`src/rtl/pcpi_serial_bridge_if.sv`:
```
// Segment, PCPI and result-stream signals of the serial PCPI bridge.
// The master modport is the bridge side; the slave modport is the pad/coprocessor side.
interface pcpi_serial_bridge_if #(
    parameter int SEG_W  = 4,
    parameter int INSN_W = 32,
    parameter int XLEN   = 32
);
    logic              seg_valid;
    logic [SEG_W-1:0]  seg_data;
    logic              seg_ready;

    logic              pcpi_valid;
    logic [INSN_W-1:0] pcpi_insn;
    logic              pcpi_ready;
    logic              pcpi_wr;
    logic [XLEN-1:0]   pcpi_rd;
    logic              pcpi_wait;

    logic              out_valid;
    logic [SEG_W-1:0]  out_data;
    logic              out_last;
    logic              out_ready;

    modport master (
        input  seg_valid, seg_data, pcpi_ready, pcpi_wr, pcpi_rd, pcpi_wait, out_ready,
        output seg_ready, pcpi_valid, pcpi_insn, out_valid, out_data, out_last
    );

    modport slave (
        output seg_valid, seg_data, pcpi_ready, pcpi_wr, pcpi_rd, pcpi_wait, out_ready,
        input  seg_ready, pcpi_valid, pcpi_insn, out_valid, out_data, out_last
    );
endinterface

```
`src/rtl/pcpi_serial_bridge.sv`:
```
// Serial-to-PCPI bridge: assembles an instruction from segments, issues it over PCPI with
// timeout detection, and streams the write-back result out segment by segment.
module pcpi_serial_bridge #(
    parameter int SEG_W   = 4,
    parameter int INSN_W  = 32,
    parameter int XLEN    = 32,
    parameter int TIMEOUT = 16
) (
    input  logic                     clk,
    input  logic                     rst,
    input  logic                     abort,
    pcpi_serial_bridge_if.master     bus,
    output logic                     done,
    output logic                     err,
    output logic                     busy
);
    localparam int NSEG = INSN_W / SEG_W;
    localparam int NOUT = XLEN / SEG_W;
    localparam int KW   = (NSEG > 1)    ? $clog2(NSEG)    : 1;
    localparam int JW   = (NOUT > 1)    ? $clog2(NOUT)    : 1;
    localparam int TW   = (TIMEOUT > 1) ? $clog2(TIMEOUT) : 1;

    localparam logic [KW-1:0] K_LAST = KW'(NSEG - 1);
    localparam logic [JW-1:0] J_LAST = JW'(NOUT - 1);
    localparam logic [TW-1:0] T_LAST = TW'(TIMEOUT - 1);

    typedef enum logic [1:0] {
        LOAD  = 2'd0,
        ISSUE = 2'd1,
        SEND  = 2'd2
    } state_t;

    state_t            state, state_nxt;
    logic [KW-1:0]     k, k_nxt;
    logic [JW-1:0]     j, j_nxt;
    logic [TW-1:0]     t, t_nxt;
    logic              wait_seen, wait_seen_nxt;
    logic [INSN_W-1:0] insn, insn_nxt;
    logic [XLEN-1:0]   result, result_nxt;
    logic              done_nxt, err_nxt;
    logic              waiting;

    // NOTE: non-blocking assignments only here, so every register samples pre-edge values.
    always_ff @(posedge clk) begin
        if (rst) begin
            state     <= LOAD;
            k         <= '0;
            j         <= '0;
            t         <= '0;
            wait_seen <= 1'b0;
            insn      <= '0;
            result    <= '0;
            done      <= 1'b0;
            err       <= 1'b0;
        end else begin
            state     <= state_nxt;
            k         <= k_nxt;
            j         <= j_nxt;
            t         <= t_nxt;
            wait_seen <= wait_seen_nxt;
            insn      <= insn_nxt;
            result    <= result_nxt;
            done      <= done_nxt;
            err       <= err_nxt;
        end
    end

    // A busy coprocessor suppresses the timeout from the first cycle it raises pcpi_wait.
    assign waiting = wait_seen | bus.pcpi_wait;

    // NOTE: every variable gets its default first, so no path through this block infers a latch.
    always_comb begin
        state_nxt     = state;
        k_nxt         = k;
        j_nxt         = j;
        t_nxt         = t;
        wait_seen_nxt = wait_seen;
        insn_nxt      = insn;
        result_nxt    = result;
        done_nxt      = 1'b0;
        err_nxt       = 1'b0;

        case (state)
            LOAD: begin
                if (bus.seg_valid) begin
                    insn_nxt[int'(k)*SEG_W +: SEG_W] = bus.seg_data;
                    if (k == K_LAST) state_nxt = ISSUE;
                    else             k_nxt     = k + 1'b1;
                end
            end
            ISSUE: begin
                if (bus.pcpi_ready) begin
                    result_nxt = bus.pcpi_rd;
                    if (bus.pcpi_wr) begin
                        state_nxt = SEND;
                    end else begin
                        state_nxt = LOAD;
                        done_nxt  = 1'b1;
                    end
                end else if (!waiting && t == T_LAST) begin
                    state_nxt = LOAD;
                    err_nxt   = 1'b1;
                end else if (waiting) begin
                    wait_seen_nxt = 1'b1;
                end else begin
                    t_nxt = t + 1'b1;
                end
            end
            SEND: begin
                if (bus.out_ready) begin
                    if (j == J_LAST) begin
                        state_nxt = LOAD;
                        done_nxt  = 1'b1;
                    end else begin
                        j_nxt = j + 1'b1;
                    end
                end
            end
            default: state_nxt = LOAD;
        endcase

        if (abort) begin
            state_nxt = LOAD;
            done_nxt  = 1'b0;
            err_nxt   = 1'b0;
        end

        // Entering LOAD (or aborting within it) restarts all sequencing from zero.
        if (state_nxt == LOAD && (state != LOAD || abort)) begin
            k_nxt         = '0;
            j_nxt         = '0;
            t_nxt         = '0;
            wait_seen_nxt = 1'b0;
        end
    end

    assign bus.seg_ready  = (state == LOAD);
    assign bus.pcpi_valid = (state == ISSUE);
    assign bus.pcpi_insn  = insn;
    assign bus.out_valid  = (state == SEND);
    assign bus.out_data   = (state == SEND) ? result[int'(j)*SEG_W +: SEG_W] : '0;
    assign bus.out_last   = (state == SEND) && (j == J_LAST);
    assign busy           = (state == ISSUE) || (state == SEND);
endmodule

```
`src/flat_wrapper.sv`:
```
// flat-port wrapper written by rule: the top's interface ports become plain ports
module pcpi_serial_bridge_flat 
#(
    parameter int SEG_W   = 4,
    parameter int INSN_W  = 32,
    parameter int XLEN    = 32,
    parameter int TIMEOUT = 16
)
  (clk, rst, abort, done, err, busy, bus_seg_valid, bus_seg_data, bus_pcpi_ready, bus_pcpi_wr, bus_pcpi_rd, bus_pcpi_wait, bus_out_ready, bus_seg_ready, bus_pcpi_valid, bus_pcpi_insn, bus_out_valid, bus_out_data, bus_out_last);
  pcpi_serial_bridge_if #(.SEG_W(SEG_W), .INSN_W(INSN_W), .XLEN(XLEN)) bus_i ();
  input  logic clk;
  input  logic rst;
  input  logic abort;
  output logic done;
  output logic err;
  output logic busy;
  input wire logic [$bits(bus_i.seg_valid)-1:0] bus_seg_valid;
  input wire logic [$bits(bus_i.seg_data)-1:0] bus_seg_data;
  input wire logic [$bits(bus_i.pcpi_ready)-1:0] bus_pcpi_ready;
  input wire logic [$bits(bus_i.pcpi_wr)-1:0] bus_pcpi_wr;
  input wire logic [$bits(bus_i.pcpi_rd)-1:0] bus_pcpi_rd;
  input wire logic [$bits(bus_i.pcpi_wait)-1:0] bus_pcpi_wait;
  input wire logic [$bits(bus_i.out_ready)-1:0] bus_out_ready;
  output wire logic [$bits(bus_i.seg_ready)-1:0] bus_seg_ready;
  output wire logic [$bits(bus_i.pcpi_valid)-1:0] bus_pcpi_valid;
  output wire logic [$bits(bus_i.pcpi_insn)-1:0] bus_pcpi_insn;
  output wire logic [$bits(bus_i.out_valid)-1:0] bus_out_valid;
  output wire logic [$bits(bus_i.out_data)-1:0] bus_out_data;
  output wire logic [$bits(bus_i.out_last)-1:0] bus_out_last;
  assign bus_i.seg_valid = bus_seg_valid;
  assign bus_i.seg_data = bus_seg_data;
  assign bus_i.pcpi_ready = bus_pcpi_ready;
  assign bus_i.pcpi_wr = bus_pcpi_wr;
  assign bus_i.pcpi_rd = bus_pcpi_rd;
  assign bus_i.pcpi_wait = bus_pcpi_wait;
  assign bus_i.out_ready = bus_out_ready;
  assign bus_seg_ready = bus_i.seg_ready;
  assign bus_pcpi_valid = bus_i.pcpi_valid;
  assign bus_pcpi_insn = bus_i.pcpi_insn;
  assign bus_out_valid = bus_i.out_valid;
  assign bus_out_data = bus_i.out_data;
  assign bus_out_last = bus_i.out_last;
  pcpi_serial_bridge #(.SEG_W(SEG_W), .INSN_W(INSN_W), .XLEN(XLEN), .TIMEOUT(TIMEOUT)) u_core (.clk(clk), .rst(rst), .abort(abort), .bus(bus_i), .done(done), .err(err), .busy(busy));
endmodule
```
`config.mk`:
```
export PLATFORM = sky130hd
export DESIGN_NAME = pcpi_serial_bridge_flat
export DESIGN_NICKNAME = d
export VERILOG_FILES = /design/src/rtl/pcpi_serial_bridge_if.sv /design/src/rtl/pcpi_serial_bridge.sv /design/src/flat_wrapper.sv
export SDC_FILE = /design/constraint.sdc
export NUM_CORES = 1
export LEC_CHECK = 0
export BUFFER_PORTS_ARGS = -buffer_cell sky130_fd_sc_hd__buf_2
export CAP_MARGIN = 20
export CORE_MARGIN = 2
export CORE_UTILIZATION = 53
export DETAILED_ROUTE_END_ITERATION = 16
export GPL_ROUTABILITY_DRIVEN = 0
export HOLD_SLACK_MARGIN = 0.03
export MAX_ROUTING_LAYER = met4
export PLACE_DENSITY_LB_ADDON = 0.05
export SLEW_MARGIN = 10
export SYNTH_ARGS = -nofsm -noshare
export SYNTH_HDL_FRONTEND = slang
export SYNTH_SLANG_ARGS = --single-unit
```
`constraint.sdc`:
```
create_clock -name clk -period 2.4 [get_ports clk]
set_input_delay 0.24 -clock clk [delete_from_list [all_inputs] [get_ports clk]]
set_output_delay 0.24 -clock clk [all_outputs]
set_load 0.005 [all_outputs]
```
==> results.py, run 1 <==
metrics = {
    "power": {
        "vdd_ir_drop_max_uv": 366,
        "seqPwrFrac_pct": 53.7,
        "power.density_mw_per_mm2": 577,
        "pwr-share-comb_pct": 5.3,
        "p_sw_mw": 0.573,
        "internal_power_mw": 1.89,
        "swShare_pct": 23.3,
        "p_leak_nw": 1.77,
        "p_clk_share_pct": 41.1,
    },
    "sta": {
        "slew_headroom_pct": 51.1,
        "fin_crit_sh_pct": 93.2,
        "setup-tns-final_ns": 0,
        "setup_viol": 0,
        "grt_setup_unrepaired": "no",
        "worst_pin_slew_ns": 0.723,
        "slew_viol_final": 0,
        "hold_violations": 0,
        "fmax_mhz": 447,
        "period_needed_ns": 2.24,
        "clock_skew_ns": 0.00828,
    },
    "synthesis": {
        "synthFlopType": "dfxtp_1",
        "ys_seq_area_share_pct": 45.0,
        "syn-instance-count": 389,
        "postSynthAreaPerCell_um2": 9.03,
        "synth.cell_area_mm2": 0.00351,
        "syn_nets": 446,
        "synth_edf_count": 0,
        "ys_ff_latch": 79,
        "async_flop_share_pct": 0,
        "synth_warnings": 0,
        "synth.distinct_cells": 37,
    },
    "worst_hold_path": {
        "min_to": "u_core.state[0]",
        "hold-path-cell-count": 2,
        "hp-start": "abort",
        "hold_class": "in2reg",
    },
    "layout": {
        "layout_commonest_cell": "buf_2",
        "fillCellCount": 584,
        "areaGrowthSynthToFinish_pct": 21.2,
        "drive_gt1_share_pct": 26.3,
        "mostFrequentLayoutCells": "buf_2 (86), dfxtp_1 (79), nand2_1 (75)",
        "n_antenna_cell": 0,
        "nNetsFinal": 534,
        "post-route-util_pct": 66.7,
    },
    "cts": {
        "clk_pin_slew_ns": 0.08,
        "tritoncts": "done",
        "cts.path.max_buffers": 2,
        "htreeDepth": 3,
        "cts_setup_buffers": 0,
        "cts_hold_buf": 0,
        "clockRootBuffer": "clkbuf_8",
        "cts_num_sinks": 79,
        "clk_latency_ns": 0.35,
        "ctsResizeCount": 0,
        "cts-buffers-inserted": 9,
    },
    "die": {
        "start_util_pct": 55.0,
        "rows": 29,
        "die_area_mm2": 0.00729,
        "io_pins": 87,
        "core_mm2": 0.00639,
        "die_w_um": 85.4,
        "die_h_um": 85.4,
    },
    "detailed_routing": {
        "ant_nets": 0,
        "routedWlPerCell_um": 13.8,
        "dr.first_iter.drc_count": 146,
        "first_pass_iters": 4,
        "via_per_inst": 5.35,
        "remaining_drc_errors": 0,
        "drt-total-wl_um": 7740,
        "vias": 2989,
    },
    "worst_setup_path": {
        "cp.required_ns": 2.63,
        "crit_type": "reg2reg",
        "rrSetupSlack_ns": 0.16,
        "r2r_end": "u_core.bus.pcpi_insn[19]",
        "r2r_cells": 7,
        "startpoint_type": "register",
        "cp_max_fo": 6,
        "cp-end-kind": "register",
        "arrival_ns": 2.46,
        "r2r_start": "u_core.k[1]",
    },
    "global_routing": {
        "grt_max_degree": 34,
        "grt_use_total_pct": 22.9,
        "grt_pass1_vias": 2802,
        "antenna_found_initial": 0,
        "overflow": 0,
        "grt_pass1_wl_um": 12900,
    },
    "run_status": {
        "run_status": "completed",
    },
    "run": {
        "drv_cap": 0,
    },
    "placed_design": {
        "place.detailed.hpwl_um": 5660,
        "port_buffers": 86,
    },
}
==> critical path: stages (launching register included) <==
cell and delay, ns:
dfxtp_1 0.43, inv_1 0.10, ha_1 0.20, ha_1 0.41, o31ai_1 0.21, or4_1 0.59, nand2_1 0.11, a21oi_1 0.06
==> synthesized netlist by cell type, types with 3 or more instances <==
master    number  share of area (%)
nor3_1         3               0.43
nor2_1        38                4.1
mux2i_1       37                 11
xor2_1         3               0.75
nand2_1       75                8.0
and3_1         7                1.2
ha_1          13                4.6
clkbuf_1      16                1.7
and2_1         8                1.4
buf_2          4               0.57
a21oi_1       47                6.7
nor2b_1        6                1.1
mux4_2         8                5.1
dfxtp_1       79                 45
nand3_1       11                1.6
inv_1          8               0.86
==> per-layer routing <==
layer	global-route usage [%]	wire length [µm]
met4	9.81	139
met3	4.57	478
met1	28.1	3410
met2	36.5	3710
met5	-	0
==> sequential cells by signal (all words and copies together) (netlist names) <==
name / flops
u_core.k: 3
u_core.wait_seen: 1
u_core.done: 1
u_core.t: 4
u_core.state: 2
u_core.bus.pcpi_insn: 32
u_core.result: 32
u_core.err: 1
u_core.j: 3
==> cells by family after synthesis <==
group                    after synthesis  synth area share, %
AO/OA/AOI/OAI                         59                 9.55
buffers and inverters                 30                 3.46
multiplexers                          45                 15.7
AND/OR/NAND/NOR                      159                 20.7
flip-flops                            79                 45.0
adder cells (fa/ha/maj)               13                 4.63
XOR/XNOR                               4                0.998
==> cell type report <==
class                           count  area, µm²  share of cell area, %
Sequential cell                    79       1580                   37.1
Inverter                            8       30.0                  0.705
Tap cell                           77       96.3                   2.26
Timing Repair Buffer               99        528                   12.4
Clock buffer                       10        138                   3.23
Multi-Input combinational cell    280       1820                   42.6
Clock inverter                      6       68.8                   1.62
==> how the worst max path moves through the flow <==
stage / slack (ns) / startpoint / depth (start not counted) / to
2_1_floorplan: 0.31 / u_core.k[0] / 8 / u_core.bus.pcpi_insn[16]
3_3_place_gp: 0.28 / u_core.k[1] / 7 / u_core.bus.pcpi_insn[16]
3_5_place_dp: 0.15 / u_core.k[1] / 7 / u_core.bus.pcpi_insn[19]
4_1_cts: 0.14 / u_core.k[1] / 7 / u_core.bus.pcpi_insn[19]
5_1_grt: 0.01 / u_core.k[1] / 7 / u_core.bus.pcpi_insn[18]
6_report: 0.16 / u_core.k[1] / 7 / u_core.bus.pcpi_insn[19]
==> power by group through the flow <==
stage | sequential (mW) | clock [mW] | combinational (mW)
after global routing | 1.32 | 1.08 | 0.143
after floorplan | 1.35 | 0 | 0.0615
final | 1.32 | 1.01 | 0.129
after detailed placement | 1.35 | 0 | 0.128
after global placement | 1.35 | 0 | 0.127
after CTS | 1.32 | 1.03 | 0.129
==> metrics by stage <==
| stage | area [µm²] | setup slack, ns | hold slack, ns | total power, mW | cells |
|---|---|---|---|---|---|
| 2_1_floorplan | 3510 | 0.311 | 0.332 | 1.41 | 389 |
| 3_3_place_gp | 4050 | 0.285 | 0.440 | 1.48 | 543 |
| 3_5_place_dp | 4050 | 0.151 | 0.446 | 1.48 | 543 |
| 4_1_cts | 4250 | 0.136 | 0.0854 | 2.48 | 559 |
| 5_1_grt | 4260 | 0.0119 | 0.105 | 2.54 | 559 |
| 6_report | 4260 | 0.162 | 0.106 | 2.46 | 559 |
Note: power is estimated with default switching activity, not from simulation.
==> run 2, diff against run 1 <==
Settings changed: GPL_TIMING_DRIVEN from default to 0.
Clock period 2.4 ns to 2.45 ns, I/O delays scaled along.
==> run 2 against run 1 <==
Against the previous run:
- critical endpoint is now u_core.bus.pcpi_insn[18]
- worst setup slack worse by 0.12 ns
- global-route usage grew 0.97 points
- first-iteration DRC count up 0.68%
- highest routed layer unchanged
- register-to-register slack worse by 0.12 ns
- clock power up 7%
==> results.py, run 2 (same netlist as run 1, synthesis figures left out) <==
metrics = {
    "run_status": {
        "run_status": "completed",
    },
    "sta": {
        "slew_headroom_pct": 45.5,
        "postLayoutSetupSlackWorst_ns": 0.0443,
        "clock_skew_ns": 0.00886,
        "period_needed_ns": 2.41,
        "hold_violations": 0,
        "fmax_mhz": 416,
        "grt_setup_unrepaired": "yes",
        "slew_viol_final": 0,
        "setup_viol": 0,
        "fin_crit_sh_pct": 98.2,
        "worst_pin_slew_ns": 0.811,
    },
    "power": {
        "power.density_mw_per_mm2": 583,
        "vdd_ir_drop_max_uv": 494,
        "total_power_mw": 2.50,
        "p_leak_nw": 1.75,
    },
    "layout": {
        "layout_commonest_cell": "buf_2",
        "areaGrowthSynthToFinish_pct": 22.0,
        "n_antenna_cell": 0,
        "mostFrequentLayoutCells": "buf_2 (90), dfxtp_1 (79), nand2_1 (75)",
        "fillCellCount": 572,
        "drive_gt1_share_pct": 24.9,
        "nNetsFinal": 544,
    },
    "global_routing": {
        "overflow": 0,
        "grt_pass1_wl_um": 13200,
        "grt_pass1_vias": 2842,
        "grt_max_degree": 13,
        "antenna_found_initial": 0,
        "grt_use_total_pct": 23.8,
    },
    "detailed_routing": {
        "first_pass_iters": 5,
        "routedWlPerCell_um": 14.4,
        "vias": 3016,
        "ant_nets": 0,
        "remaining_drc_errors": 0,
        "drt-total-wl_um": 8190,
        "dr.first_iter.drc_count": 147,
        "via_per_inst": 5.32,
    },
    "worst_setup_path": {
        "max_stage_delay_ns": 0.62,
        "cp.required_ns": 2.67,
        "r2r_end": "u_core.bus.pcpi_insn[18]",
        "arrival_ns": 2.63,
        "rrSetupSlack_ns": 0.04,
        "r2r_start": "u_core.k[0]",
        "r2r_cells": 8,
        "startpoint_type": "register",
        "slowest_stage": "or4_1",
        "crit_type": "reg2reg",
        "crit_path_cell_trace": "buf_4, inv_1, ha_1, ha_2, o31ai_1, or4_1, nand2_1, a21oi_1",
        "cp_max_fo": 10,
        "cp-end-kind": "register",
    },
    "placed_design": {
        "port_buffers": 86,
        "place.detailed.hpwl_um": 5970,
        "pre_cts_ws_ns": 0.0249,
    },
    "run": {
        "drv_cap": 0,
    },
    "cts": {
        "clockRootBuffer": "clkbuf_8",
        "clk_latency_ns": 0.35,
        "cts_num_sinks": 79,
        "cts-buffers-inserted": 9,
        "cts_hold_buf": 0,
        "clk_pin_slew_ns": 0.08,
        "cts.path.max_buffers": 2,
        "tritoncts": "done",
        "htreeDepth": 3,
    },
    "die": {
        "start_util_pct": 55.0,
        "io_pins": 87,
        "die_w_um": 85.4,
        "rows": 29,
        "core_mm2": 0.00639,
        "die_h_um": 85.4,
        "die_area_mm2": 0.00729,
    },
    "worst_hold_path": {
        "min_to": "u_core.state[0]",
        "hold-path-cell-count": 2,
        "hp-start": "abort",
        "hold_class": "in2reg",
    },
}
run 2: cell count changes in the layout (fill, tap and decap cells not counted), sizes merged:
| cell | before | now |
|---|---|---|
| clkbuf | 10 | 27 |
| buf | 99 | 93 |
| clkinv | 3 | 0 |
| bufinv | 1 | 2 |
| inv | 9 | 8 |
run 2: final cells by class:
cell class | instances | area (µm²) | share of cell area, %
buffer | 22 | 91.3 | 2.13
sequential | 79 | 1580 | 36.9
multi-input combinational | 280 | 1830 | 42.7
inverter | 8 | 30.0 | 0.701
clock inverter | 3 | 67.6 | 1.58
timing repair buffer | 87 | 438 | 10.2
tap | 77 | 96.3 | 2.25
clock buffer | 11 | 151 | 3.53
run 2: layer usage:
layer | up-vias | track usage (%) | wire length, µm
met5 | - | - | 0
met4 | 0 | 10.5 | 143
met2 | 102 | 38.2 | 4050
met3 | 12 | 4.28 | 459
li1 | 1524 | - | -
met1 | 1378 | 29.4 | 3530
run 2: where the power goes:
| part | switching [mW] | internal [mW] |
|---|---|---|
| registers | 0.00454 | 1.29 |
| clock network | 0.458 | 0.618 |
| logic | 0.0740 | 0.0542 |
run 2: what timing repair did:
| action | 4_1_cts | 5_1_grt |
|---|---|---|
| setup buffers | 0 | 1 |
| endpoints found under the setup margin | 1 | 28 |
| pin swaps | 0 | 1 |
| hold endpoints to repair | 0 | 0 |
| gates resized for setup | 1 | 4 |
run 2: through the flow:
stage                     hold slack [ns]  utilization (%)  TNS (ns)  cells  instance area [µm²]
after floorplan                     0.337                -         0    389                 3510
after detailed placement            0.445             63.2         0    552                 4040
after CTS                          0.0930             66.8         0    566                 4260
final                               0.104             67.1         0    567                 4280
after global routing                0.121             67.1    -0.377    567                 4280
after global placement              0.439             63.2         0    552                 4040
run 2: worst max path at each step:
stage | slack [ns] | depth (start not counted) | from | to
3_5_place_dp | 0.02 | 8 | u_core.k[0] | u_core.bus.pcpi_insn[18]
2_1_floorplan | 0.36 | 8 | u_core.k[0] | u_core.bus.pcpi_insn[16]
5_1_grt | -0.05 | 8 | u_core.k[0] | u_core.bus.pcpi_insn[17]
3_3_place_gp | 0.07 | 8 | u_core.k[0] | u_core.bus.pcpi_insn[19]
6_report | 0.04 | 8 | u_core.k[0] | u_core.bus.pcpi_insn[18]
4_1_cts | 0.04 | 7 | u_core.k[0] | u_core.bus.pcpi_insn[25]
run 2: worst max-delay path, delay by kind of cell, from the launching register on:
family / cells / cell delay, ns
AND/OR/NAND/NOR: 2 / 0.73
flip-flops: 1 / 0.39
adder cells (fa/ha/maj): 2 / 0.61
AO/OA/AOI/OAI: 2 / 0.27
buffers and inverters: 2 / 0.27
